File: config.mk
export PLATFORM = sky130hd
export DESIGN_NAME = meteor_field
export DESIGN_NICKNAME = d
export VERILOG_FILES = /design/src/rtl/meteor_field.sv
export SDC_FILE = /design/constraint.sdc
export NUM_CORES = 2
export LEC_CHECK = 0
export ABC_CLOCK_PERIOD_IN_PS = 4200
export CORE_MARGIN = 2
export CORE_UTILIZATION = 54
export CTS_CLUSTER_DIAMETER = 120
export CTS_CLUSTER_SIZE = 28
export DETAILED_ROUTE_END_ITERATION = 10
export PLACE_DENSITY = 0.8
export SLEW_MARGIN = 20
export SYNTH_ARGS = -nofsm -noshare
export SYNTH_HDL_FRONTEND = slang
export SYNTH_SLANG_ARGS = --single-unit
File: constraint.sdc
create_clock -name frame_clk -period 4.2 [get_ports frame_clk]
set_input_delay 1.05 -clock frame_clk [delete_from_list [all_inputs] [get_ports frame_clk]]
set_output_delay 1.05 -clock frame_clk [all_outputs]
set_load 0.02 [all_outputs]
File: src/rtl/meteor_field.sv
`default_nettype none
// ============================================================================
//  Module   : meteor_field
//  Purpose  : Multi-slot meteor manager. Each slot runs an IDLE/ACTIVE/EXPLODE
//             state machine stepped once per video frame. Handles staggered
//             single-slot spawning, bullet collisions with multi-hit health,
//             explosion hold time and escape/score pulses.
//  Revision : 1.0 - initial release
// ============================================================================
module meteor_field #(
  parameter int OBJ_NUM        = 8,
  parameter int COORD_W        = 10,
  parameter int OBJ_SIZE       = 30,
  parameter int HP_INIT        = 2,
  parameter int BASE_VY        = 2,
  parameter int X_MIN          = 25,
  parameter int X_MAX          = 605,
  parameter int Y_MAX          = 481,
  parameter int EXPLODE_FRAMES = 8,
  parameter int RESPAWN_GAP    = 4
) (
  input  logic               frame_clk,
  input  logic               Reset_n,
  input  logic               enable,
  input  logic [COORD_W-1:0] spawn_x,
  input  logic [4:0]         spawn_vx,
  input  logic [4:0]         spawn_vy,
  input  logic               spawn_sign,
  input  logic               ammo_valid,
  input  logic [COORD_W-1:0] ammo_x,
  input  logic [COORD_W-1:0] ammo_y,
  output logic               bullet_hit,
  output logic [3:0]         hit_index,
  output logic               score_inc,
  output logic               escaped,
  output logic [COORD_W-1:0] obj_x         [OBJ_NUM],
  output logic [COORD_W-1:0] obj_y         [OBJ_NUM],
  output logic               obj_active    [OBJ_NUM],
  output logic               obj_exploding [OBJ_NUM],
  output logic [2:0]         obj_hp        [OBJ_NUM],
  output logic [COORD_W-1:0] obj_size      [OBJ_NUM]
);

  // State encoding chosen so that bit 0 is "active" and bit 1 is "exploding";
  // the status outputs are then plain register bits.
  localparam logic [1:0] IDLE    = 2'b00;
  localparam logic [1:0] ACTIVE  = 2'b01;
  localparam logic [1:0] EXPLODE = 2'b10;

  // The shared counter must hold the largest reset stagger, the explosion
  // hold and the respawn gap.
  localparam int STAGGER_MAX = (OBJ_NUM - 1) * RESPAWN_GAP;
  localparam int CNT_MAX0    = (STAGGER_MAX > EXPLODE_FRAMES) ? STAGGER_MAX : EXPLODE_FRAMES;
  localparam int CNT_MAX     = (CNT_MAX0 > RESPAWN_GAP) ? CNT_MAX0 : RESPAWN_GAP;
  localparam int CNT_W       = (CNT_MAX < 2) ? 1 : $clog2(CNT_MAX + 1);

  localparam logic [COORD_W-1:0] X_LO     = COORD_W'(X_MIN);
  localparam logic [COORD_W-1:0] X_HI     = COORD_W'(X_MAX);
  localparam logic [COORD_W-1:0] SIZE_C   = COORD_W'(OBJ_SIZE);
  localparam logic [COORD_W-1:0] VY_BASE  = COORD_W'(BASE_VY);
  localparam logic [COORD_W:0]   Y_HI     = (COORD_W + 1)'(Y_MAX);
  localparam logic [COORD_W:0]   SIZE_EXT = (COORD_W + 1)'(OBJ_SIZE);
  localparam logic [CNT_W-1:0]   GAP_CNT  = CNT_W'(RESPAWN_GAP);
  localparam logic [CNT_W-1:0]   BOOM_CNT = CNT_W'(EXPLODE_FRAMES - 1);
  localparam logic [2:0]         HP_START = 3'(HP_INIT);

  logic [1:0]         state [OBJ_NUM];
  logic [CNT_W-1:0]   cnt   [OBJ_NUM];
  logic [COORD_W-1:0] vx    [OBJ_NUM];
  logic [COORD_W-1:0] vy    [OBJ_NUM];
  logic [COORD_W-1:0] nx    [OBJ_NUM];
  logic [COORD_W:0]   ny    [OBJ_NUM];
  logic [OBJ_NUM-1:0] collide;
  logic [OBJ_NUM-1:0] is_hit;
  logic [OBJ_NUM-1:0] retire_x;
  logic [OBJ_NUM-1:0] escape;
  logic               hit_found;
  logic [3:0]         hit_sel;
  logic               spawn_found;
  logic [3:0]         spawn_sel;
  logic               kill;
  logic [COORD_W-1:0] spawn_vx_mag;
  logic [COORD_W-1:0] spawn_vx_val;
  logic [COORD_W-1:0] spawn_vy_val;

  // Spawn velocity: vx is stored two's complement so leftward motion wraps.
  always_comb begin
    spawn_vx_mag = COORD_W'(spawn_vx);
    spawn_vx_val = spawn_sign ? -spawn_vx_mag : spawn_vx_mag;
    spawn_vy_val = VY_BASE + COORD_W'(spawn_vy);
  end

  // Per-slot collision / next position, lowest-index hit and spawn selection.
  always_comb begin
    collide     = '0;
    is_hit      = '0;
    retire_x    = '0;
    escape      = '0;
    hit_found   = 1'b0;
    hit_sel     = 4'd0;
    spawn_found = 1'b0;
    spawn_sel   = 4'd0;
    for (int i = 0; i < OBJ_NUM; i++) begin
      nx[i] = obj_x[i] + vx[i];
      ny[i] = {1'b0, obj_y[i]} + {1'b0, vy[i]};
      collide[i] = ammo_valid && (state[i] == ACTIVE)
                && (ammo_x > obj_x[i]) && ({1'b0, ammo_x} < ({1'b0, obj_x[i]} + SIZE_EXT))
                && (ammo_y > obj_y[i]) && ({1'b0, ammo_y} < ({1'b0, obj_y[i]} + SIZE_EXT));
      if (collide[i] && !hit_found) begin
        hit_found = 1'b1;
        hit_sel   = 4'(i);
      end
      if (!spawn_found && (state[i] == IDLE) && (cnt[i] == '0)) begin
        spawn_found = 1'b1;
        spawn_sel   = 4'(i);
      end
    end
    for (int i = 0; i < OBJ_NUM; i++) begin
      is_hit[i]   = hit_found && (hit_sel == 4'(i));
      retire_x[i] = (nx[i] < X_LO) || (nx[i] > X_HI);
      escape[i]   = (state[i] == ACTIVE) && !is_hit[i] && !retire_x[i] && (ny[i] > Y_HI);
    end
    kill = hit_found && (obj_hp[hit_sel] == 3'd1);
  end

  // Status outputs come straight from state register bits; size is constant.
  always_comb begin
    for (int i = 0; i < OBJ_NUM; i++) begin
      obj_active[i]    = state[i][0];
      obj_exploding[i] = state[i][1];
      obj_size[i]      = SIZE_C;
    end
  end

  // Per-slot state machines, one step per enabled frame.
  always_ff @(posedge frame_clk or negedge Reset_n) begin
    if (!Reset_n) begin
      for (int i = 0; i < OBJ_NUM; i++) begin
        state[i]  <= IDLE;
        cnt[i]    <= CNT_W'(i * RESPAWN_GAP);
        obj_x[i]  <= '0;
        obj_y[i]  <= '0;
        vx[i]     <= '0;
        vy[i]     <= '0;
        obj_hp[i] <= 3'd0;
      end
    end else if (enable) begin
      for (int i = 0; i < OBJ_NUM; i++) begin
        case (state[i])
          IDLE: begin
            if (cnt[i] != '0) begin
              cnt[i] <= cnt[i] - 1'b1;
            end else if (spawn_found && (spawn_sel == 4'(i))) begin
              state[i]  <= ACTIVE;
              obj_x[i]  <= spawn_x;
              obj_y[i]  <= '0;
              vx[i]     <= spawn_vx_val;
              vy[i]     <= spawn_vy_val;
              obj_hp[i] <= HP_START;
            end
          end
          ACTIVE: begin
            if (is_hit[i]) begin
              // A hit freezes the meteor for this frame, even at a boundary.
              obj_hp[i] <= obj_hp[i] - 3'd1;
              if (obj_hp[i] == 3'd1) begin
                state[i] <= EXPLODE;
                cnt[i]   <= BOOM_CNT;
              end
            end else if (retire_x[i] || (ny[i] > Y_HI)) begin
              state[i] <= IDLE;
              cnt[i]   <= GAP_CNT;
            end else begin
              obj_x[i] <= nx[i];
              obj_y[i] <= ny[i][COORD_W-1:0];
            end
          end
          EXPLODE: begin
            if (cnt[i] == '0) begin
              state[i]  <= IDLE;
              cnt[i]    <= GAP_CNT;
              obj_hp[i] <= 3'd0;
            end else begin
              cnt[i] <= cnt[i] - 1'b1;
            end
          end
          default: state[i] <= IDLE;
        endcase
      end
    end
  end

  // Event pulses: one frame wide, several same-frame events merge into one.
  always_ff @(posedge frame_clk or negedge Reset_n) begin
    if (!Reset_n) begin
      bullet_hit <= 1'b0;
      hit_index  <= 4'd0;
      score_inc  <= 1'b0;
      escaped    <= 1'b0;
    end else if (enable) begin
      bullet_hit <= hit_found;
      hit_index  <= hit_found ? hit_sel : 4'd0;
      score_inc  <= kill;
      escaped    <= |escape;
    end else begin
      bullet_hit <= 1'b0;
      score_inc  <= 1'b0;
      escaped    <= 1'b0;
    end
  end

endmodule
`default_nettype wire
==> results.toml <==
[die]
die_y_um = 253
die_area_um2 = 64100
dieWidth_um = 253
initial_core_util_pct = 54.5
rows = 91
io_pins = 332
coreArea_um2 = 61500

[setup_path]
required_ns = 4.69
endpoint_kind = "flop"
worstSetupStartpoint = "ammo_y[9]"
cp.arrival_ns = 4.66
r2r_start = "obj_x[51]"
crit_type = "primary input to flop"
startpoint_type = "primary input"
path_max_fanout = 5

[layout]
multi_input_area_um2 = 23000
seqCellArea_um2 = 9180
mostFrequentLayoutCells = "ha_1, nand2_1, o21ai_0"
areaGrowthSynthToFinish_pct = 20.9
layout_commonest_cell = "ha_1"
final_area_um2 = 40500
fin_nets = 5010
nFillCells = 5025
post_route_cells_drive_above_1_share_pct = 12.7

[clock_tree]
worstSkewPairLatency_ns = 0.60
ctsLongestPathBuffers = 3
clk_pin_slew_ns = 0.13
numCtsBuffers = 18
clockRootBuffer = "clkbuf_16"
cts_tree = "yes"
htree_num_levels = 1
cts_sinks = 366

[global_route]
grt-ovfl-total = 0
grt_pass1_vias = 30419
grt_pass1_wl_mm = 177
grt_max_degree = 100
groute.usage.overall_pct = 35.9
antenna_found_initial = 14

[synthesis]
synth-seq-area-share_pct = 27.4
yosysWarningCount = 0
synth-seq-cells = 366
ys_types = 90
postSynthAreaPerCell_um2 = 8.58
synth_edf_count = 0
syn_inst = 3906
yosys_most_used_dff = "dfrtp_1"
netlist_area_um2 = 33500
ys_async_sr_fraction_pct = 100

[timing]
finalWorstSetupSlack_ns = 0.0266
rsz0062_at_grt = "true"
fin_crit_sh_pct = 99.4
drv_slew = 0
min_period_ns = 4.17
slew_headroom_pct = 16.9
fin_worst_skew_ns = 0.0480
hold_viol_final = 0
setup_viol = 0
worst_slew_pin_slew_ns = 1.24
fmax_mhz = 240

[placed_design]
numPortBuffers = 250
place_hpwl_mm = 90.4
gp_congestion = 1.00
place_area_um2 = 39300
pre_cts_slack_ns = -0.822

[route]
routed_wire_length_per_instance_um = 22.4
drt_iter0_drc = 3237
ant_nets = 0
drt_pass1_iterations = 7
routed_wl_mm = 117
via_per_inst = 6.22
drc = 0
vias = 32695

[outcome]
outcome = "finished clean"

[min_path]
min_path_type = "primary input to async pin"

[pwr]
p_leak_uw = 0.0188
powerDensity_nw_per_um2 = 682
ir_drop_v = 0.000459

[job]
drv_cap = 0
==> sequential cells by signal, indices dropped and copies added, names as in the netlist, 3 cells and up <==
name / flops
obj_y: 80
obj_x: 80
obj_exploding: 8
obj_hp: 24
vx: 72
hit_index: 3
cnt: 40
vy: 48
obj_active: 8
==> synthesized netlist by cell type, drive strengths merged (12+ instances only) <==
master	instances	area share (%)
a31oi	25	0.47
buf	94	2.0
nand2	405	4.5
nand2b	46	0.86
dfrtp	354	26
and2	22	0.41
nor3b	12	0.27
nor2	188	2.1
mux2	14	0.47
ha	502	19
a211o	23	0.60
nand3b	18	0.40
nand4	41	0.77
nor2b	36	0.67
o221ai	13	0.34
inv	288	3.2
and3	36	0.67
o31ai	31	0.69
fa	16	0.96
clkbuf	83	0.93
a22o	20	0.52
nor4	31	0.62
nor3	103	1.6
a2111oi	16	0.47
a21oi	200	3.0
o311ai	19	0.50
xnor2	169	4.4
o22ai	21	0.39
mux2i	79	2.4
o41ai	18	0.47
or4	17	0.39
or2	21	0.39
a211oi	51	1.2
or3	29	0.54
o2111ai	16	0.42
o211ai	28	0.64
o21ai	369	5.5
o21a	55	1.2
a31o	15	0.39
nand3	93	1.4
o21bai	25	0.56
a21o	74	1.7
xor2	31	0.81
dfstp	12	0.94
==> report_power, final <==
part | total, uW | internal, uW | switching [uW]
clock network | 2200 | 847 | 1350
logic | 19200 | 8420 | 10700
registers | 6280 | 4770 | 1500
==> worst max-delay path, cell delays in order <==
cell             delay, ns
clkdlybuf4s50_1       0.40
buf_4                 0.18
ha_1                  0.31
nand4_1               0.14
buf_4                 0.17
nor3_1                0.25
nor4_2                0.11
buf_4                 0.14
a211o_1               0.22
nor3_1                0.63
a221oi_2              0.19
buf_4                 0.19
buf_4                 0.13
a311oi_1              0.24
o21a_1                0.19
o32ai_2               0.09
==> metrics by stage <==
step	utilization (%)	std cells	hold WS [ns]	TNS [ns]	power, uW
floorplan	-	3985	0.450	0	18200
global placement	64.0	5198	0.463	-91.26	24100
detailed placement	64.0	5198	0.468	-116.04	24700
CTS	65.1	5233	0.383	0	27000
global route	65.8	5250	0.414	-1.73	29800
finish	65.9	5255	0.389	0	27600
==> final cells by class <==
| class | count | share of cell area [%] |
|---|---|---|
| Antenna cell | 6 | 0.0371 |
| Multi-Input combinational cell | 3156 | 56.8 |
| Sequential cell | 366 | 22.7 |
| Inverter | 288 | 2.67 |
| Timing Repair Buffer | 617 | 14.0 |
| Clock inverter | 6 | 0.201 |
| Tap cell | 790 | 2.44 |
| Clock buffer | 26 | 1.19 |
==> routing by layer <==
| metal | GRT usage [%] | vias to the layer above | share of wire (%) |
|---|---|---|---|
| met5 | 0 | - | 0.0094 |
| met4 | 19.2 | 2 | 6.4 |
| met3 | 5.17 | 347 | 10 |
| met2 | 56.6 | 1598 | 44 |
| met1 | 47.7 | 15563 | 40 |
| li1 | - | 15185 | - |
==> logic make-up after synthesis <==
group | count (synthesis) | synth area share, %
simple gates | 1139 | 16.7
compound gates | 1122 | 21.9
fa+ha+maj | 518 | 19.7
buf+inv | 465 | 6.14
flops | 366 | 27.4
xor+xnor | 201 | 5.30
mux | 93 | 2.83
other cells | 2 | 0.0224
==> worst paths after layout <==
| path | end | slack, ns | cells after the start |
|---|---|---|---|
| max | score_inc | 0.03 | 16 |
| min | vy[45] | 0.39 | 1 |
| max reg2reg | obj_y[35] | 0.04 | 19 |
| min reg2reg | vy[20] | 0.49 | 2 |
| max in group asynchronous | obj_x[11] | 2.77 | 2 |
| min in group frame_clk | vy[20] | 0.49 | 2 |
==> what timing repair did <==
item / 4_1_cts / 5_1_grt
hold buffers: 0 / 0
setup endpoints to repair: 61 / 199
pin swaps: 4 / 31
gates resized for setup: 18 / 93
setup buffers: 3 / 13
gates cloned: 0 / 3
No activity file was read; power rests on OpenSTA's default activity.
